<file path="src/rtl/lsu_pkg.sv">
// Shared definitions for the load/store unit: RISC-V funct3 encodings,
// data-memory control codes, FSM state type and a size-decode helper.
package lsu_pkg;

  // RISC-V load/store funct3 encodings (stores use B/H/W only)
  localparam logic [2:0] F3_B  = 3'b000;
  localparam logic [2:0] F3_H  = 3'b001;
  localparam logic [2:0] F3_W  = 3'b010;
  localparam logic [2:0] F3_BU = 3'b100;
  localparam logic [2:0] F3_HU = 3'b101;

  // Data-memory read controls
  localparam logic [2:0] DM_RD_NONE = 3'b000;
  localparam logic [2:0] DM_RD_LB   = 3'b001;
  localparam logic [2:0] DM_RD_LBU  = 3'b010;
  localparam logic [2:0] DM_RD_LH   = 3'b011;
  localparam logic [2:0] DM_RD_LHU  = 3'b100;
  localparam logic [2:0] DM_RD_LW   = 3'b101;

  // Data-memory write controls
  localparam logic [1:0] DM_WR_NONE = 2'b00;
  localparam logic [1:0] DM_WR_B    = 2'b01;
  localparam logic [1:0] DM_WR_H    = 2'b10;
  localparam logic [1:0] DM_WR_W    = 2'b11;

  typedef enum logic [1:0] {
    ST_IDLE,
    ST_ACCESS,
    ST_RESP
  } lsu_state_e;

  // Access size in bytes from funct3[1:0]; illegal encodings are caught
  // separately, so 2'b11 simply maps to 4 here.
  function automatic logic [2:0] size_of(input logic [2:0] funct3);
    case (funct3[1:0])
      2'b00:   size_of = 3'd1;
      2'b01:   size_of = 3'd2;
      default: size_of = 3'd4;
    endcase
  endfunction

endpackage

</file>
<file path="src/rtl/lsu_ctrl_load_ext.sv">
// Combinational load-data extension.
//   funct3 : RISC-V load funct3 (LB/LH/LW/LBU/LHU)
//   word   : assembled little-endian data, least-significant byte first
//   data   : sign- or zero-extended result (0 for non-load encodings)
module lsu_load_ext
  import lsu_pkg::*;
(
  input  logic [2:0]  funct3,
  input  logic [31:0] word,
  output logic [31:0] data
);

  always_comb begin
    data = '0;
    case (funct3)
      F3_B:    data = {{24{word[7]}}, word[7:0]};
      F3_H:    data = {{16{word[15]}}, word[15:0]};
      F3_W:    data = word;
      F3_BU:   data = {24'h0, word[7:0]};
      F3_HU:   data = {16'h0, word[15:0]};
      default: data = '0;
    endcase
  end

endmodule

</file>
<file path="src/rtl/lsu_ctrl.sv">
// Load/store initiator between the execute stage and the data-memory port.
//   req_*   : request handshake (store flag, funct3, byte address, store data)
//   resp_*  : response handshake (extended load data, error flag)
//   dm_*    : data-memory beat controls; dm_dout is combinational read data
// Aligned accesses take one beat; misaligned accesses are split into byte
// beats (or rejected when SPLIT_MISALIGNED = 0).
module lsu_ctrl
  import lsu_pkg::*;
#(
  parameter int unsigned MEM_ADDR_BITS    = 14,
  parameter bit          SPLIT_MISALIGNED = 1'b1
) (
  input  logic        clk,
  input  logic        rst_n,
  input  logic        req_valid,
  output logic        req_ready,
  input  logic        req_we,
  input  logic [2:0]  req_funct3,
  input  logic [31:0] req_addr,
  input  logic [31:0] req_wdata,
  output logic        resp_valid,
  input  logic        resp_ready,
  output logic [31:0] resp_rdata,
  output logic        resp_err,
  output logic [2:0]  dm_rd_ctrl,
  output logic [1:0]  dm_wr_ctrl,
  output logic [31:0] dm_addr,
  output logic [31:0] dm_din,
  input  logic [31:0] dm_dout
);

  lsu_state_e  state_q, state_d;

  logic        we_q;
  logic [2:0]  f3_q;
  logic [31:0] addr_q;
  logic [31:0] wdata_q;
  logic [2:0]  beats_q;
  logic [1:0]  k_q;
  logic        split_q;
  logic [31:0] asm_q;
  logic [31:0] rdata_q;
  logic        err_q;

  // Request classification
  logic [2:0]  req_size;
  logic        req_illegal;
  logic        req_oor;
  logic        req_misal;
  logic        req_fault;
  logic [32:0] req_end;

  always_comb begin
    req_size    = size_of(req_funct3);
    req_illegal = req_we ? (req_funct3 > F3_W)
                         : (req_funct3 == 3'b011 || req_funct3 == 3'b110 ||
                            req_funct3 == 3'b111);
    req_end     = {1'b0, req_addr} + 33'(req_size) - 33'd1;
    req_oor     = (req_end >= (33'd1 << MEM_ADDR_BITS));
    req_misal   = (req_size == 3'd2 && req_addr[0]) ||
                  (req_size == 3'd4 && req_addr[1:0] != 2'b00);
    req_fault   = req_illegal || req_oor || (req_misal && !SPLIT_MISALIGNED);
  end

  // Beat datapath
  logic [31:0] beat_addr;
  logic [7:0]  beat_byte;
  logic        last_beat;
  logic [31:0] asm_next;
  logic [31:0] ext_data;

  always_comb begin
    beat_addr = addr_q + 32'(k_q);
    beat_byte = wdata_q[{k_q, 3'b000} +: 8];
    last_beat = (3'(k_q) == beats_q - 3'd1);
    // Split beats fill one byte lane each; an aligned beat takes the whole
    // (already right-aligned) memory word.
    asm_next  = asm_q;
    if (split_q) asm_next[{k_q, 3'b000} +: 8] = dm_dout[7:0];
    else         asm_next = dm_dout;
  end

  lsu_load_ext u_ext (
    .funct3 (f3_q),
    .word   (asm_next),
    .data   (ext_data)
  );

  // State register
  always_ff @(posedge clk or negedge rst_n) begin
    if (!rst_n) state_q <= ST_IDLE;
    else        state_q <= state_d;
  end

  // Next state and outputs
  always_comb begin
    state_d    = state_q;
    req_ready  = 1'b0;
    resp_valid = 1'b0;
    resp_rdata = '0;
    resp_err   = 1'b0;
    dm_rd_ctrl = DM_RD_NONE;
    dm_wr_ctrl = DM_WR_NONE;
    dm_addr    = '0;
    dm_din     = '0;
    case (state_q)
      ST_IDLE: begin
        // Held low while reset is asserted even though the state is IDLE
        req_ready = rst_n;
        if (req_valid && rst_n) state_d = req_fault ? ST_RESP : ST_ACCESS;
      end
      ST_ACCESS: begin
        dm_addr = beat_addr;
        if (we_q) begin
          if (split_q) begin
            dm_wr_ctrl = DM_WR_B;
            dm_din     = {4{beat_byte}};
          end else begin
            case (f3_q[1:0])
              2'b00: begin
                dm_wr_ctrl = DM_WR_B;
                dm_din     = {4{wdata_q[7:0]}};
              end
              2'b01: begin
                dm_wr_ctrl = DM_WR_H;
                dm_din     = {2{wdata_q[15:0]}};
              end
              default: begin
                dm_wr_ctrl = DM_WR_W;
                dm_din     = wdata_q;
              end
            endcase
          end
        end else if (split_q) begin
          dm_rd_ctrl = DM_RD_LBU;
        end else begin
          case (f3_q)
            F3_B:    dm_rd_ctrl = DM_RD_LB;
            F3_H:    dm_rd_ctrl = DM_RD_LH;
            F3_W:    dm_rd_ctrl = DM_RD_LW;
            F3_BU:   dm_rd_ctrl = DM_RD_LBU;
            F3_HU:   dm_rd_ctrl = DM_RD_LHU;
            default: dm_rd_ctrl = DM_RD_NONE;
          endcase
        end
        if (last_beat) state_d = ST_RESP;
      end
      ST_RESP: begin
        resp_valid = 1'b1;
        resp_rdata = rdata_q;
        resp_err   = err_q;
        if (resp_ready) state_d = ST_IDLE;
      end
      default: state_d = ST_IDLE;
    endcase
  end

  // Request latch, beat counter, assembly buffer and response registers
  always_ff @(posedge clk or negedge rst_n) begin
    if (!rst_n) begin
      we_q    <= 1'b0;
      f3_q    <= '0;
      addr_q  <= '0;
      wdata_q <= '0;
      beats_q <= 3'd1;
      k_q     <= '0;
      split_q <= 1'b0;
      asm_q   <= '0;
      rdata_q <= '0;
      err_q   <= 1'b0;
    end else begin
      case (state_q)
        ST_IDLE: begin
          if (req_valid) begin
            we_q    <= req_we;
            f3_q    <= req_funct3;
            addr_q  <= req_addr;
            wdata_q <= req_wdata;
            beats_q <= req_misal ? req_size : 3'd1;
            split_q <= req_misal;
            k_q     <= '0;
            asm_q   <= '0;
            rdata_q <= '0;
            err_q   <= req_fault;
          end
        end
        ST_ACCESS: begin
          k_q <= k_q + 2'd1;
          if (!we_q) asm_q <= asm_next;
          if (last_beat) begin
            rdata_q <= we_q ? '0 : ext_data;
            err_q   <= 1'b0;
          end
        end
        default: ;
      endcase
    end
  end

endmodule

</file>
<file path="config.mk">
export PLATFORM = sky130hd
export DESIGN_NAME = lsu_ctrl
export DESIGN_NICKNAME = d
export VERILOG_FILES = /design/src/rtl/lsu_pkg.sv /design/src/rtl/lsu_ctrl_load_ext.sv /design/src/rtl/lsu_ctrl.sv
export SDC_FILE = /design/constraint.sdc
export NUM_CORES = 1
export LEC_CHECK = 0
export ABC_CLOCK_PERIOD_IN_PS = 8770
export CORE_ASPECT_RATIO = 0.6
export CORE_MARGIN = 5
export CORE_UTILIZATION = 56
export DETAILED_ROUTE_END_ITERATION = 10
export HOLD_SLACK_MARGIN = 0.05
export PLACE_DENSITY = 0.87
export SYNTH_ARGS = -nofsm -noshare
export SYNTH_HDL_FRONTEND = slang
export SYNTH_SLANG_ARGS = --single-unit
</file>
<file path="constraint.sdc">
create_clock -name clk -period 8.77 [get_ports clk]
set_input_delay 2.631 -clock clk [delete_from_list [all_inputs] [get_ports clk]]
set_output_delay 2.631 -clock clk [all_outputs]
set_load 0.05 [all_outputs]
</file>
# Word level (Yosys, flattened, before mapping)
# Cells that the tools add are included.
[word_totals]
reg_bits = 141
latch_bits = 0
ramBits = 0
mem_bits_ro = 0
in_bits = 104
output_inout_bits = 104
elab_cells = 98
memories = 0
[op_classes]
n_addsub = 6
multipliers = 0
div = 0
n_lt_le_gt_ge = 2
eq_ne = 19
n_shift = 3
mux = 39
bitwise_logic = 0
reduce_logical = 18
[op_table]
columns = ["cell", "count"]
rows = [
  ["2-to-1 mux 32 bit", 10],
  ["one-hot mux 32 bit (2 select lines)", 3],
  ["one-hot mux 32 bit (5 select lines)", 1],
  ["adder 32 x 3 -> 33 bit", 1],
  ["greater-or-equal comparator 33 x 15 -> 1 bit, second input constant", 1],
  ["subtractor 33 x 1 -> 33 bit, second input constant", 1],
  ["adder 32 x 2 -> 32 bit", 1],
  ["bitwise mux 32 bit", 1],
  ["variable shift 8 x 7 -> 32 bit, first input constant", 1],
  ["indexed part select 32 x 6 -> 8 bit", 1],
  ["indexed part select 8 x 7 -> 32 bit", 1],
  ["2-to-1 mux 2 bit", 8],
  ["equality test 3 bit, second input constant", 5],
  ["one-hot mux 3 bit (5 select lines)", 1],
  ["2-to-1 mux 3 bit", 4],
  ["!= test 2 bit, second input constant", 5],
  ["equality test 3 x 2 -> 1 bit, second input constant", 3],
  ["AND reduction 3 bit", 3],
  ["one-hot mux 2 bit (2 select lines)", 2],
  ["negator 5 -> 7 bit", 1],
  ["equality test 2 x 1 -> 1 bit, second input constant", 3],
  ["zero test 2 bit", 3],
  ["2-to-1 mux 1 bit", 6],
  ["one-hot mux 2 bit (3 select lines)", 1],
  ["other kinds (13)", 20],
]

# Longest topological paths before layout
[depth]
depth_word = 9
mapped_depth = 16
ltp_nobuf = 16

# Cells and area by module
# Synthesis repeated with hierarchy kept, for this count alone.
[unflattened]
cells_unflattened = 1265
hier_area_um2 = 10206.0
[by_module_without_submodules]
columns = ["module", "instances", "cells_per_inst", "area_each_um2", "seq_area_each_um2"]
rows = [
  ["lsu_ctrl", 1, 1194, 9613.0, 3529.6],
  ["lsu_load_ext", 1, 71, 593.1, 0.0],
]

# Worst setup path after synthesis
# OpenSTA, ideal clock, no wires.
[synth_path]
kind = "reg-to-output"
start = "reg f3_q[1]"
end = "out dm_rd_ctrl[0]"
arrival_time_ps = 3314
setup_slack_ps = 2825
path_stages_with_launch = 4
path_cell_list = "dfrtp_1 clkbuf_1 buf_1 a2111oi_0"
[synth_via]
elab_chain_cells = 5
[synth_rtl]
columns = ["item", "line", "source"]
rows = [
  ["start, declared", "lsu_ctrl.sv:35", "logic [2:0] f3_q;"],
  ["start signal, assigned", "lsu_ctrl.sv:176", "f3_q <= req_funct3;"],
  ["equality test 3 bit (tied with other cells)", "lsu_ctrl.sv:137", "case (f3_q)"],
  ["one-hot mux 3 bit (5 select lines) (*)", "lsu_ctrl.sv:137", ""],
  ["2-to-1 mux 3 bit (*)", "lsu_ctrl.sv:134", "end else if (split_q) begin"],
  ["2-to-1 mux 3 bit (*)", "lsu_ctrl.sv:114", "if (we_q) begin"],
  ["2-to-1 mux 3 bit (*)", "lsu_ctrl.sv:106", "case (state_q)"],
  ["end, declared", "lsu_ctrl.sv:25", "output logic [2:0] dm_rd_ctrl,"],
]
# Mark *: on every way between the ends. The rest lies on a longest branch, timed or not.

# Final worst setup path
[layout_path]
start = "reg k_q[0]"
end = "out dm_addr[26]"
[layout_via]
elab_chain_cells = 2
[layout_rtl]
columns = ["item", "line", "source"]
rows = [
  ["start, declared", "lsu_ctrl.sv:39", "logic [1:0] k_q;"],
  ["start signal, assigned", "lsu_ctrl.sv:188", "k_q <= k_q + 2'd1;"],
  ["adder 32 x 2 -> 32 bit", "lsu_ctrl.sv:73", "beat_addr = addr_q + 32'(k_q);"],
  ["2-to-1 mux 32 bit", "lsu_ctrl.sv:106", ""],
  ["end, declared", "lsu_ctrl.sv:27", "output logic [31:0] dm_addr,"],
]
# Every way passes these cells.

==> impl_results.rst <==
.. list-table::
   :header-rows: 1

   * - Metric
     - Value
   * - Global route overflow
     - 0
   * - CTS tree
     - yes
   * - Area growth from synthesis to layout
     - 28.9%
   * - Largest fanout on the critical path
     - 16
   * - Maximum number of pins on one net before global-route repair
     - between 100 and 150
   * - Max-slew violation total from the final report
     - 0
   * - Leakage power total
     - between 5 and 6 nW
   * - Post-CTS clock slew at the launch and capture registers of the worst setup and hold paths
     - around 0.06 ns
   * - Netlist cell types
     - 74
   * - Post-synth net total
     - 1339
   * - Arrival time of data at the critical path endpoint
     - 4.56 ns
   * - Post-Syn Area
     - around 9700 µm²
   * - Floorplan die area
     - ~20000 µm²
   * - Cells resized by post-CTS repair
     - 0
   * - Number of I/O port buffers
     - between 200 and 250
   * - Sink count of the clock tree
     - 141
   * - Worst-case hold path end point
     - asm_q[15]
   * - First-iteration detailed-routing DRC count
     - ~1.3k
   * - Result of the run
     - completed
   * - Asr flop ratio synth
     - 100%
   * - Cell at the slowest stage of the critical path
     - sky130_fd_sc_hd__clkdlybuf4s50_1
   * - Min-Delay Path Depth
     - 2
   * - Post-CTS setup repair buffer count
     - 0
   * - Detailed-route wire length
     - roughly 32000 µm
   * - Gate count of the mapped netlist
     - roughly 1.2k
   * - Number of enable flip-flop cells after synthesis
     - 0
   * - Num CTS Buffers
     - 17
   * - Primary FF master, synth
     - sky130_fd_sc_hd__dfrtp_1
   * - Most frequent cell on the critical path
     - sky130_fd_sc_hd__nand2_1
   * - Critical path start-end classification
     - reg -> out
   * - Latest clock arrival within the worst-skew pair
     - between 0.4 and 0.5 ns
   * - Count of buffering cells on the critical path with inverters included
     - 1
   * - Cell area after layout
     - 12500 µm²
   * - Worst reg2reg path depth
     - 10
   * - I/O pin count
     - between 200 and 250
   * - Vias/cell
     - approximately 6
   * - Yosys synthesis warning count
     - 0
   * - Max-Slew Margin vs Limit
     - between 20% and 30%
   * - Number of antenna violations at the first check in global routing
     - 1
   * - Crit share post-route
     - 82.0%
   * - Most used routing layer
     - met1
   * - Summed negative setup slack over all endpoints
     - 0 ns
   * - Effective utilization at floorplan
     - a little under three fifths
   * - Largest stage delay on the critical path
     - roughly 0.86 ns
   * - Kind of capture point of the worst setup path
     - primary output
   * - Post-route antenna net violation count
     - 0
   * - CP cell instances
     - ha_1 > fa_1 > nand3_1 > nor2_1 > nand2_1 > nor3_1 > nand2_1 > or3_1 > a21oi_1 > clkdlybuf4s50_1
   * - Hold_buf cts
     - 0
   * - Wire per inst
     - 19.7 µm
   * - Core region area
     - 17100 µm²
   * - Largest clock skew in the final design
     - about 0.0099 ns
   * - FF-to-FF setup slack
     - 4.82 ns
   * - Worst path top cell family by delay
     - simple AND/OR/NAND/NOR gates
   * - Met2 demand-to-capacity share in global routing
     - 44.6%
   * - Average cell area after synthesis
     - between 8 and 9 µm²
   * - GRT Util Overall
     - a little under a third
   * - Global placer's final weighted congestion
     - ~0.96
   * - Met3 global-route usage
     - 9.42%
   * - FF-to-FF End
     - rdata_q[31]
   * - Register area share after synthesis
     - between 30 and 40%
   * - Worst VDD drop
     - roughly 0.00012 V
   * - GRT met1 Usage
     - between 40% and 50%
   * - DIE WIDTH
     - 180 µm
   * - Total power per unit cell area
     - 158 nW/µm²
   * - Remaining DRCs
     - 0
   * - Total setup violations reported at the end of the flow
     - 0
   * - CP startpoint kind
     - flop
   * - Wire length of the first global-routing pass
     - ~51000 µm
   * - Max frequency
     - between 100 and 150 MHz
   * - Fin. Hold Viols
     - 0
   * - Min-delay worst type
     - reg -> reg
   * - Via count of the first global-routing pass
     - 9213
   * - Die H
     - 112 µm
   * - Worst Min Path Start
     - asm_q[15]
   * - Slew @ Worst Pin
     - approximately 1.2 ns
   * - Routed vias
     - 9791
   * - Setup repair after global routing missed its margin
     - false
   * - Reg-to-Reg Start
     - k_q[0]
   * - Worst-case clock buffer depth
     - 2
   * - Post-synthesis sequential element count
     - around 140
   * - Minimum clock period
     - between 7 and 8 ns
   * - Number of nets in the final layout
     - 1517
   * - Post-detailed-placement cell area
     - 12000 µm²
   * - Maximum Capacitance Violations
     - 0
   * - Root Buffer
     - sky130_fd_sc_hd__clkbuf_16
   * - Htree depth
     - 4
   * - Share of cells above drive strength 1
     - under 10%
   * - Worst EP required
     - a little over 6 ns
   * - Standard-cell rows
     - 37
   * - Half-perimeter wire length after detailed placement
     - 23600 µm
   * - Pre-Repair DR Iteration Count
     - 6
## sequential cells by signal, indices dropped and copies added, names as in the netlist
| signal | flops |
|---|---|
| f3_q | 3 |
| we_q | 1 |
| k_q | 2 |
| addr_q | 32 |
| wdata_q | 32 |
| beats_q | 3 |
| rdata_q | 32 |
| asm_q | 32 |
| err_q | 1 |
| split_q | 1 |
| state_q | 2 |
## routing by layer
metal | vias up | share of wire [%]
li1 | 4535 | -
met1 | 4639 | 45
met2 | 558 | 42
met3 | 57 | 11
met4 | 2 | 1.8
met5 | - | 0.063
## placed cells by master, fill, tap and decap left out, drive strengths merged, types with 41 or more instances in the layout
cell | synthesis | routed
a21oi | 98 | 98
clkdlybuf4s50 | 0 | 206
inv | 56 | 64
nor2 | 127 | 127
ha | 42 | 42
dfrtp | 140 | 140
and2 | 41 | 41
nand2 | 213 | 213
a22o | 49 | 49
o21ai | 107 | 107
## power breakdown
part           leakage, nW  switching [mW]  internal, mW
logic                 3.31           0.304         0.203
registers             1.84          0.0711         0.705
clock network        0.269           0.324         0.373
## layout make-up
cell class / instances / area, µm²
multi-input combinational: 931 / 5750
fill: 1248 / 4560
sequential: 141 / 3530
timing repair buffer: 220 / 2170
clock buffer: 17 / 425
tap: 234 / 293
inverter: 58 / 218
clock inverter: 15 / 131
antenna: 1 / 2.50
## kinds of logic (layout without fill, tap and decap cells)
| group | Yosys count | after routing | share of synthesized area (%) |
|---|---|---|---|
| AOI/OAI and AO/OA | 329 | 329 | 22.1 |
| buffers and inverters | 119 | 310 | 4.75 |
| xor gates and xnor gates | 38 | 38 | 3.43 |
| muxes | 43 | 43 | 5.64 |
| adders and majority gates | 44 | 44 | 5.82 |
| other | 0 | 1 | 0 |
| DFF | 141 | 141 | 36.3 |
| and+or+nand+nor | 477 | 477 | 22.0 |
## worst max-delay path by stage
stage	startpoint	endpoint	slack [ns]	cells past startpoint
6_report	k_q[0]	dm_addr[26]	1.58	10
3_5_place_dp	rst_n	req_ready	1.86	3
5_1_grt	k_q[0]	dm_addr[26]	1.46	10
4_1_cts	k_q[0]	dm_addr[26]	1.66	10
2_1_floorplan	f3_q[1]	dm_rd_ctrl[0]	2.83	3
3_3_place_gp	rst_n	req_ready	1.87	3
## metrics by stage
step           hold WS [ns]  total power [mW]  worst slack, ns  std cells  util, %
2_1_floorplan         0.442              1.10             2.83       1191        -
3_5_place_dp          0.464              1.28             1.86       1584     70.0
5_1_grt               0.497              2.06             1.46       1616     73.3
3_3_place_gp          0.456              1.27             1.87       1584     70.0
4_1_cts               0.479              1.97             1.66       1616     73.3
6_report              0.473              1.98             1.58       1617     73.3
## synth_stat cells (all sizes together), types with 8 or more instances
cell type,n,share of area (%)
nand3,24,1.2
a22o,49,4.4
and2,41,2.6
nor3,16,0.88
nor2b,14,0.90
o21a,8,0.62
inv,56,2.2
nand4,14,1.1
clkbuf,47,1.8
dfrtp,140,36
mux2,11,1.3
a21o,8,0.62
nand2,213,8.3
mux4,8,1.9
o21ai,107,5.5
mux2i,24,2.5
ha,42,5.4
a21oi,98,5.2
xnor2,16,1.4
a221oi,17,1.6
xor2,22,2.0
nor2,127,4.9
buf,14,0.70
## tightest hold or removal path, cell delays in order, from the launching register on
cell	delay [ns]
sky130_fd_sc_hd__dfrtp_1	0.33
sky130_fd_sc_hd__nand2_1	0.04
sky130_fd_sc_hd__o21ai_0	0.06
Note: power is estimated with default switching activity, not from simulation.
